==> config.mk <==
export PLATFORM = sky130hd
export DESIGN_NAME = vuprs_adc_frame_packer
export DESIGN_NICKNAME = d
export VERILOG_FILES = /design/src/rtl/vuprs_adc_pkg.sv /design/src/rtl/vuprs_adc_pair_sync.sv /design/src/rtl/vuprs_adc_frame_packer.sv
export SDC_FILE = /design/constraint.sdc
export NUM_CORES = 1
export LEC_CHECK = 0
export CORE_ASPECT_RATIO = 1.4
export CORE_MARGIN = 8
export CORE_UTILIZATION = 50
export DETAILED_ROUTE_END_ITERATION = 10
export PLACE_DENSITY = 0.77
export SYNTH_ARGS = -nofsm -noshare
export SYNTH_HDL_FRONTEND = slang
export SYNTH_SLANG_ARGS = --single-unit
==> constraint.sdc <==
create_clock -name clk -period 3.2 [get_ports clk]
set_input_delay 0.8 -clock clk [delete_from_list [all_inputs] [get_ports clk]]
set_output_delay 0.8 -clock clk [all_outputs]
set_load 0.005 [all_outputs]
==> src/rtl/vuprs_adc_pkg.sv <==
// vuprs_adc_pkg: shared FSM state encoding and frame constants for the ADC frame packer
package vuprs_adc_pkg;
  typedef logic [2:0] state_t;
  localparam state_t IDLE = 3'd0;
  localparam state_t HDR  = 3'd1;
  localparam state_t CNT  = 3'd2;
  localparam state_t DATA = 3'd3;
  localparam state_t STAT = 3'd4;
  localparam int FRAME_WORDS = 19;
  localparam int N_CH = 8;
  localparam logic [15:0] HEADER_DEF = 16'hA5A5;
endpackage

==> src/rtl/vuprs_adc_pair_sync.sv <==
// vuprs_adc_pair_sync: pairs ADC-A/ADC-B completion edges, detecting overruns and pair timeouts
//   sampling_a/b : ADC busy flags, falling edge = conversion set complete
//   cap          : top is capturing the pending pair this cycle
//   cap_req      : both ADCs have a pending completion
//   drop_pulse   : one frame dropped this cycle (overrun and/or timeout)
module vuprs_adc_pair_sync #(
  parameter int PAIR_TIMEOUT = 500
) (
  input  logic clk,
  input  logic rst,
  input  logic sampling_a,
  input  logic sampling_b,
  input  logic cap,
  output logic cap_req,
  output logic drop_pulse
);
  localparam int TW = $clog2(PAIR_TIMEOUT + 1);
  logic prev_a, prev_b, pend_a, pend_b, fall_a, fall_b, ovr, tmo, keep;
  logic [TW-1:0] cnt;
  // A capture consumes the pending pair, so a coincident edge is never an overrun.
  always_comb begin
    fall_a = prev_a & ~sampling_a;
    fall_b = prev_b & ~sampling_b;
    ovr = ~cap & ((fall_a & pend_a) | (fall_b & pend_b));
    tmo = (pend_a ^ pend_b) & (cnt == TW'(PAIR_TIMEOUT - 1));
    keep = ~cap & ~ovr & ~tmo;
    cap_req = pend_a & pend_b;
    drop_pulse = ovr | tmo;
  end
  always_ff @(posedge clk or negedge rst)
    if (!rst) begin
      prev_a <= 1'b1;
      prev_b <= 1'b1;
      pend_a <= 1'b0;
      pend_b <= 1'b0;
      cnt <= '0;
    end else begin
      prev_a <= sampling_a;
      prev_b <= sampling_b;
      pend_a <= (pend_a & keep) | fall_a;
      pend_b <= (pend_b & keep) | fall_b;
      cnt <= ((pend_a ^ pend_b) & keep & ~fall_a & ~fall_b) ? cnt + 1'b1 : '0;
    end
endmodule

==> src/rtl/vuprs_adc_frame_packer.sv <==
// vuprs_adc_frame_packer: packs paired ADC-A/ADC-B channel sets into 19-word framed streams
//   sampling_a/b, error_a/b, ch_a/b : ADC controller status and packed channels (ch1 in [15:0])
//   m_data/m_valid/m_ready/m_last   : 16-bit output stream, m_last on the status word
//   overflow/drop_cnt               : sticky drop flag and saturating drop count
module vuprs_adc_frame_packer import vuprs_adc_pkg::*; #(
  parameter logic [15:0] HEADER = HEADER_DEF,
  parameter int PAIR_TIMEOUT = 500
) (
  input  logic clk,
  input  logic rst,
  input  logic sampling_a,
  input  logic sampling_b,
  input  logic error_a,
  input  logic error_b,
  input  logic [16*N_CH-1:0] ch_a,
  input  logic [16*N_CH-1:0] ch_b,
  output logic [15:0] m_data,
  output logic m_valid,
  input  logic m_ready,
  output logic m_last,
  output logic overflow,
  output logic [7:0] drop_cnt
);
  state_t state, nxt;
  logic [3:0] idx;
  logic [15:0] frame_cnt, sh_cnt, sh_stat;
  logic [32*N_CH-1:0] sh_ab;
  logic cap_req, drop_pulse, fire, ready, cap;
  vuprs_adc_pair_sync #(.PAIR_TIMEOUT(PAIR_TIMEOUT)) u_pair (
    .clk(clk),
    .rst(rst),
    .sampling_a(sampling_a),
    .sampling_b(sampling_b),
    .cap(cap),
    .cap_req(cap_req),
    .drop_pulse(drop_pulse)
  );
  // Outputs decode straight from registered state, so they hold while stalled.
  always_comb begin
    m_valid = state != IDLE;
    m_last = state == STAT;
    fire = m_valid & m_ready;
    ready = state == IDLE || (state == STAT && m_ready);
    cap = cap_req & ready;
    nxt = state == HDR ? CNT : state == CNT ? DATA : state == DATA ? (idx == 4'hF ? STAT : DATA) : IDLE;
    m_data = state == HDR ? HEADER : state == CNT ? sh_cnt : state == DATA ? sh_ab[{idx, 4'b0000} +: 16] : state == STAT ? sh_stat : 16'h0000;
  end
  // Status word is snapshotted at capture so it cannot change under backpressure.
  always_ff @(posedge clk or negedge rst)
    if (!rst) begin
      state <= IDLE;
      idx <= '0;
      frame_cnt <= '0;
      sh_cnt <= '0;
      sh_stat <= '0;
      sh_ab <= '0;
      overflow <= 1'b0;
      drop_cnt <= '0;
    end else begin
      if (drop_pulse) begin
        overflow <= 1'b1;
        drop_cnt <= drop_cnt + {7'd0, drop_cnt != 8'hFF};
      end
      if (cap) begin
        state <= HDR;
        sh_ab <= {ch_b, ch_a};
        sh_cnt <= frame_cnt;
        sh_stat <= {error_a, error_b, overflow, 5'b00000, drop_cnt};
        frame_cnt <= frame_cnt + 16'd1;
      end else if (fire) begin
        state <= nxt;
        if (state == DATA) idx <= idx + 4'd1;
      end
    end
endmodule

==> metrics.md <==
| Metric | Value |
|---|---|
| Synth Area per Inst | `approximately 9.5 um2` |
| Die W | `162 um` |
| Worst path most repeated cell | `buf_12` |
| Maximum ir drop on the vdd rail | `0.414 mV` |
| Total number of clock tree sinks | `about 330` |
| Worst Setup Slack post-DPL | `-0.0193 ns` |
| Area of the core | `0.0297 mm2` |
| Clk root buf | `clkbuf_16` |
| Data arrival, critical path | `2.70 ns` |
| Launch point of the critical path | `idx[0]$_DFFE_PN0P_` |
| Initial standard-cell utilization of the core | `50.3%` |
| Detailed Route Iter0 Violations | `approximately 1,200` |
| Timing endpoint of the critical path | `m_data[7]` |
| Half-perimeter wire length after detailed placement | `35,100 um` |
| Comb power frac | `38.8%` |
| Post-synthesis cell count | `1,567` |
| Worst path cell trace | `buf_12, buf_12, buf_6, mux4_2, mux2i_1, buf_4, o221ai_2, o22a_1, buf_2` |
| Core Rows | `75` |
| Number of buffers on the longest clock path | `3` |
| Number of synthesized flops with an enable pin | `0` |
| Number of pins with negative max-slew slack in the final report | `0` |
| Total Nets Final | `between 2,000 and 2,500` |
| Highest fanout seen on the critical path | `7` |
| Worst r2r path cells | `7` |
| Mapped Area | `0.0149 mm2` |
| Power density over the cells | `901 mW/mm2` |
| Hold buffers post-CTS | `0` |
| Detailed-routing iteration count for the pre-antenna-repair pass | `6` |
| Internal power component | `11.9 mW` |
| Synth-to-layout area growth | `34.7%` |
| # IOs | `290` |
| Critical register-to-register path startpoint | `state[1]$_DFFE_PN0P_` |
| Via count of the first global-routing pass | `13,000` |
| Largest clock skew in the final design | `0.0163 ns` |
| Total length of routed wires | `about 48,000 um` |
| Global-route wire length before repair | `72,300 um` |
| H-Tree Depth | `1` |
| Worst-Margin Slew | `just under 0.8 ns` |
| Post-route antenna net violation count | `0` |
| Layout Cell Area excl Fill | `0.0201 mm2` |
| Switching component of the power | `6.23 mW` |
| CTS clk-pin slew, worst paths | `0.07 ns` |
| Syn_nets | `1,836` |
| Switching share of power | `34.4%` |
| Die area | `0.0357 mm2` |
| Worst hold path class | `in2async` |
| Initial antenna violation count | `1` |
| Post-synth top flop | `dfrtp_1` |
| CP max stage delay | `0.54 ns` |
| Number of storage elements in the synthesis netlist | `328` |
| Final critical path time including I/O delays and setup | `around 3.5 ns` |
| Async set or reset register ratio after synthesis | `100%` |
| Share of final-layout standard cells stronger than drive strength 1 | `13.6%` |
| RePlAce Congestion | `0.945` |
| Max capacitance violation total | `0` |
| Worst flop-to-flop path endpoint | `sh_ab[127]$_DFFE_PN0P_` |
| Result of the run | `finished, violations left` |
| Number of distinct library cells after synthesis | `50` |
| Required time of the critical path | `2.40 ns` |
| Placed cell areas | `0.0185 mm2` |
| Leakage power total | `approximately 10 nW` |
| Insertion delay to the later sink of the worst-skew pair | `0.57 ns` |
| Sequential cell area fraction in the yosys report | `between 50% and 60%` |
| Cell type contributing the most total cell area after synthesis | `dfrtp_1` |
| CTS buffer count | `30` |
| Via density per instance | `5.50` |
| # DRC | `0` |
| Setup slack, reg-to-reg | `roughly 1.2 ns` |
| Category of the most critical setup path | `reg2out` |
| Top cell type's share of synthesized area | `54.7%` |
| Final WS setup | `-0.304 ns` |
| Relative slew slack | `48.4%` |
| Final-report hold violation count | `0` |
| Vias | `12,600` |
| Fmax | `285 MHz` |
| Remaining global-route overflow | `0` |
| Total Neg Setup Slack | `-3.12 ns` |
| Global router's overall resource usage | `26.3%` |
| RSZ-0062 raised after global routing | `true` |
| Post-route core utilization | `67.7%` |
| Buffers added on ports | `289` |
| Number of warnings reported in the yosys synthesis log | `0` |
| Category of the worst setup path launch point | `register` |
| Setup Viol. Count Final | `16` |
| Main area contributors after synthesis | `dfrtp_1, nand2_1, mux4_2` |
| Pin count of the biggest net entering global routing | `110` |
| Part of the total power dissipated in sequential elements | `39.3%` |
| Die boundary height | `220 um` |
| Detailed-route wire length per cell | `~21 um` |
| Violated checks | `setup timing` |
| Clock share of power | `21.9%` |
| Clock tree from TritonCTS | `done` |
| Final period utilization | `110%` |
| Cell at the slowest stage of the critical path | `dfrtp_4` |
| Crit. End Element | `primary output` |
## synthesized netlist by cell type (2+ instances only)
cell type,number
o22a_1,11
or3_1,4
nor2_1,15
xnor2_1,25
and4_1,3
nor4_1,2
nand4_1,6
mux2i_1,22
mux2_2,3
a21o_1,2
o221ai_1,6
ha_1,6
o21ai_0,9
xor2_1,6
buf_2,35
o2111ai_1,4
dfrtp_1,326
inv_1,3
nor3_1,10
dfstp_2,2
a22oi_1,8
clkbuf_1,43
nand2_1,863
a211oi_1,2
a21oi_1,10
buf_4,3
a31oi_1,4
buf_6,2
buf_1,9
and3_1,9
nand3_1,18
nand3b_1,2
and2_1,2
a31o_2,3
mux4_2,64
nor2b_1,10
a2111oi_0,2
## registers in the layout, summed over array words and instances, names as in the netlist
register / cells
u_pair.pend_a: 1
sh_ab: 256
u_pair.prev_a: 1
u_pair.cnt: 9
frame_cnt: 16
overflow: 1
u_pair.prev_b: 1
sh_cnt: 16
sh_stat: 11
drop_cnt: 8
idx: 4
u_pair.pend_b: 1
state: 3
## layout make-up
| class | count | area, um2 |
|---|---|---|
| inverters | 3 | 11.3 |
| fillers | 2223 | 9570 |
| clock buffers | 42 | 897 |
| multi-input cells | 1143 | 6460 |
| flip-flops and latches | 328 | 8220 |
| repair buffers | 369 | 3800 |
| diodes | 2 | 5.00 |
| well taps | 385 | 482 |
| clock inverters | 14 | 208 |
## cells in the final DEF (no fill, tap or decap), drive strengths merged, types with 3 or more instances in the layout
master,count
a31oi,4
ha,6
mux2i,22
nand3,18
nor2b,10
nor2,16
o22a,11
buf,94
inv,4
dfrtp,326
a22oi,8
mux2,3
or3,4
nand2,863
o21ai,9
clkinv,6
and4,3
nor3,11
bufinv,5
and3,10
o2111ai,4
o221ai,6
a21oi,10
nand4,6
clkbuf,43
a31o,3
clkdlybuf4s50,272
mux4,64
xor2,6
xnor2,25
## worst min path at each step
stage	startpoint	to	cells after the start
after floorplan	u_pair.cnt[0]$_DFF_PN0_	u_pair.cnt[0]$_DFF_PN0_	1
after global placement	u_pair.cnt[0]$_DFF_PN0_	u_pair.cnt[0]$_DFF_PN0_	1
after detailed placement	u_pair.cnt[0]$_DFF_PN0_	u_pair.cnt[0]$_DFF_PN0_	1
after CTS	rst	sh_ab[213]$_DFFE_PN0P_	1
after global routing	rst	sh_ab[213]$_DFFE_PN0P_	1
final	rst	sh_ab[213]$_DFFE_PN0P_	1
## stage by stage
stage / hold slack [ns] / power [mW] / cells
4_1_cts: 0.297 / 17.8 / 2279
3_5_place_dp: 0.454 / 13.3 / 2202
5_1_grt: 0.315 / 18.9 / 2285
6_report: 0.266 / 18.1 / 2286
2_1_floorplan: 0.422 / 10.4 / 1567
3_3_place_gp: 0.441 / 13.1 / 2202
## timing repair
item / in CTS / in global routing
cloned: 3 / 1
pin swaps: 25 / 22
setup endpoints to repair: 16 / 16
endpoints found under the hold margin: 0 / 0
setup buffers: 19 / 7
gates resized for setup: 103 / 20
## power by group through the flow
stage          combinational, mW  clock, mW  sequential, mW
6_report                    7.03       3.97            7.11
4_1_cts                     6.80       3.99            7.02
2_1_floorplan               3.94          0            6.41
3_3_place_gp                6.00          0            7.07
3_5_place_dp                6.22          0            7.05
5_1_grt                     7.60       4.15            7.20
## cell families after synthesis
group	Yosys count	synth area share [%]
compound gates	64	3.11
xor+xnor	31	1.82
fa+ha+maj	6	0.503
buf+inv	96	2.89
flops	328	55.1
mux	89	11.4
simple gates	953	25.3
## routing by layer
layer | wire length (um) | GRT usage (%) | vias up | part of all wire [%]
met2 | 23500 | 43.0 | 577 | 49
met5 | 0 | 0 | - | 0
met4 | 2990 | 16.4 | 0 | 6.2
met3 | 3320 | 4.73 | 133 | 6.9
met1 | 18100 | 32.2 | 6163 | 38
li1 | - | - | 5709 | -
## worst max-delay path: cells and delay by family (launching register included)
kind                   cells  cell delay (ns)
buffers and inverters      5             0.69
DFF                        1             0.54
muxes                      2             0.57
AOI/OAI and AO/OA          2             0.31
Power figures use the tool's default switching activity.
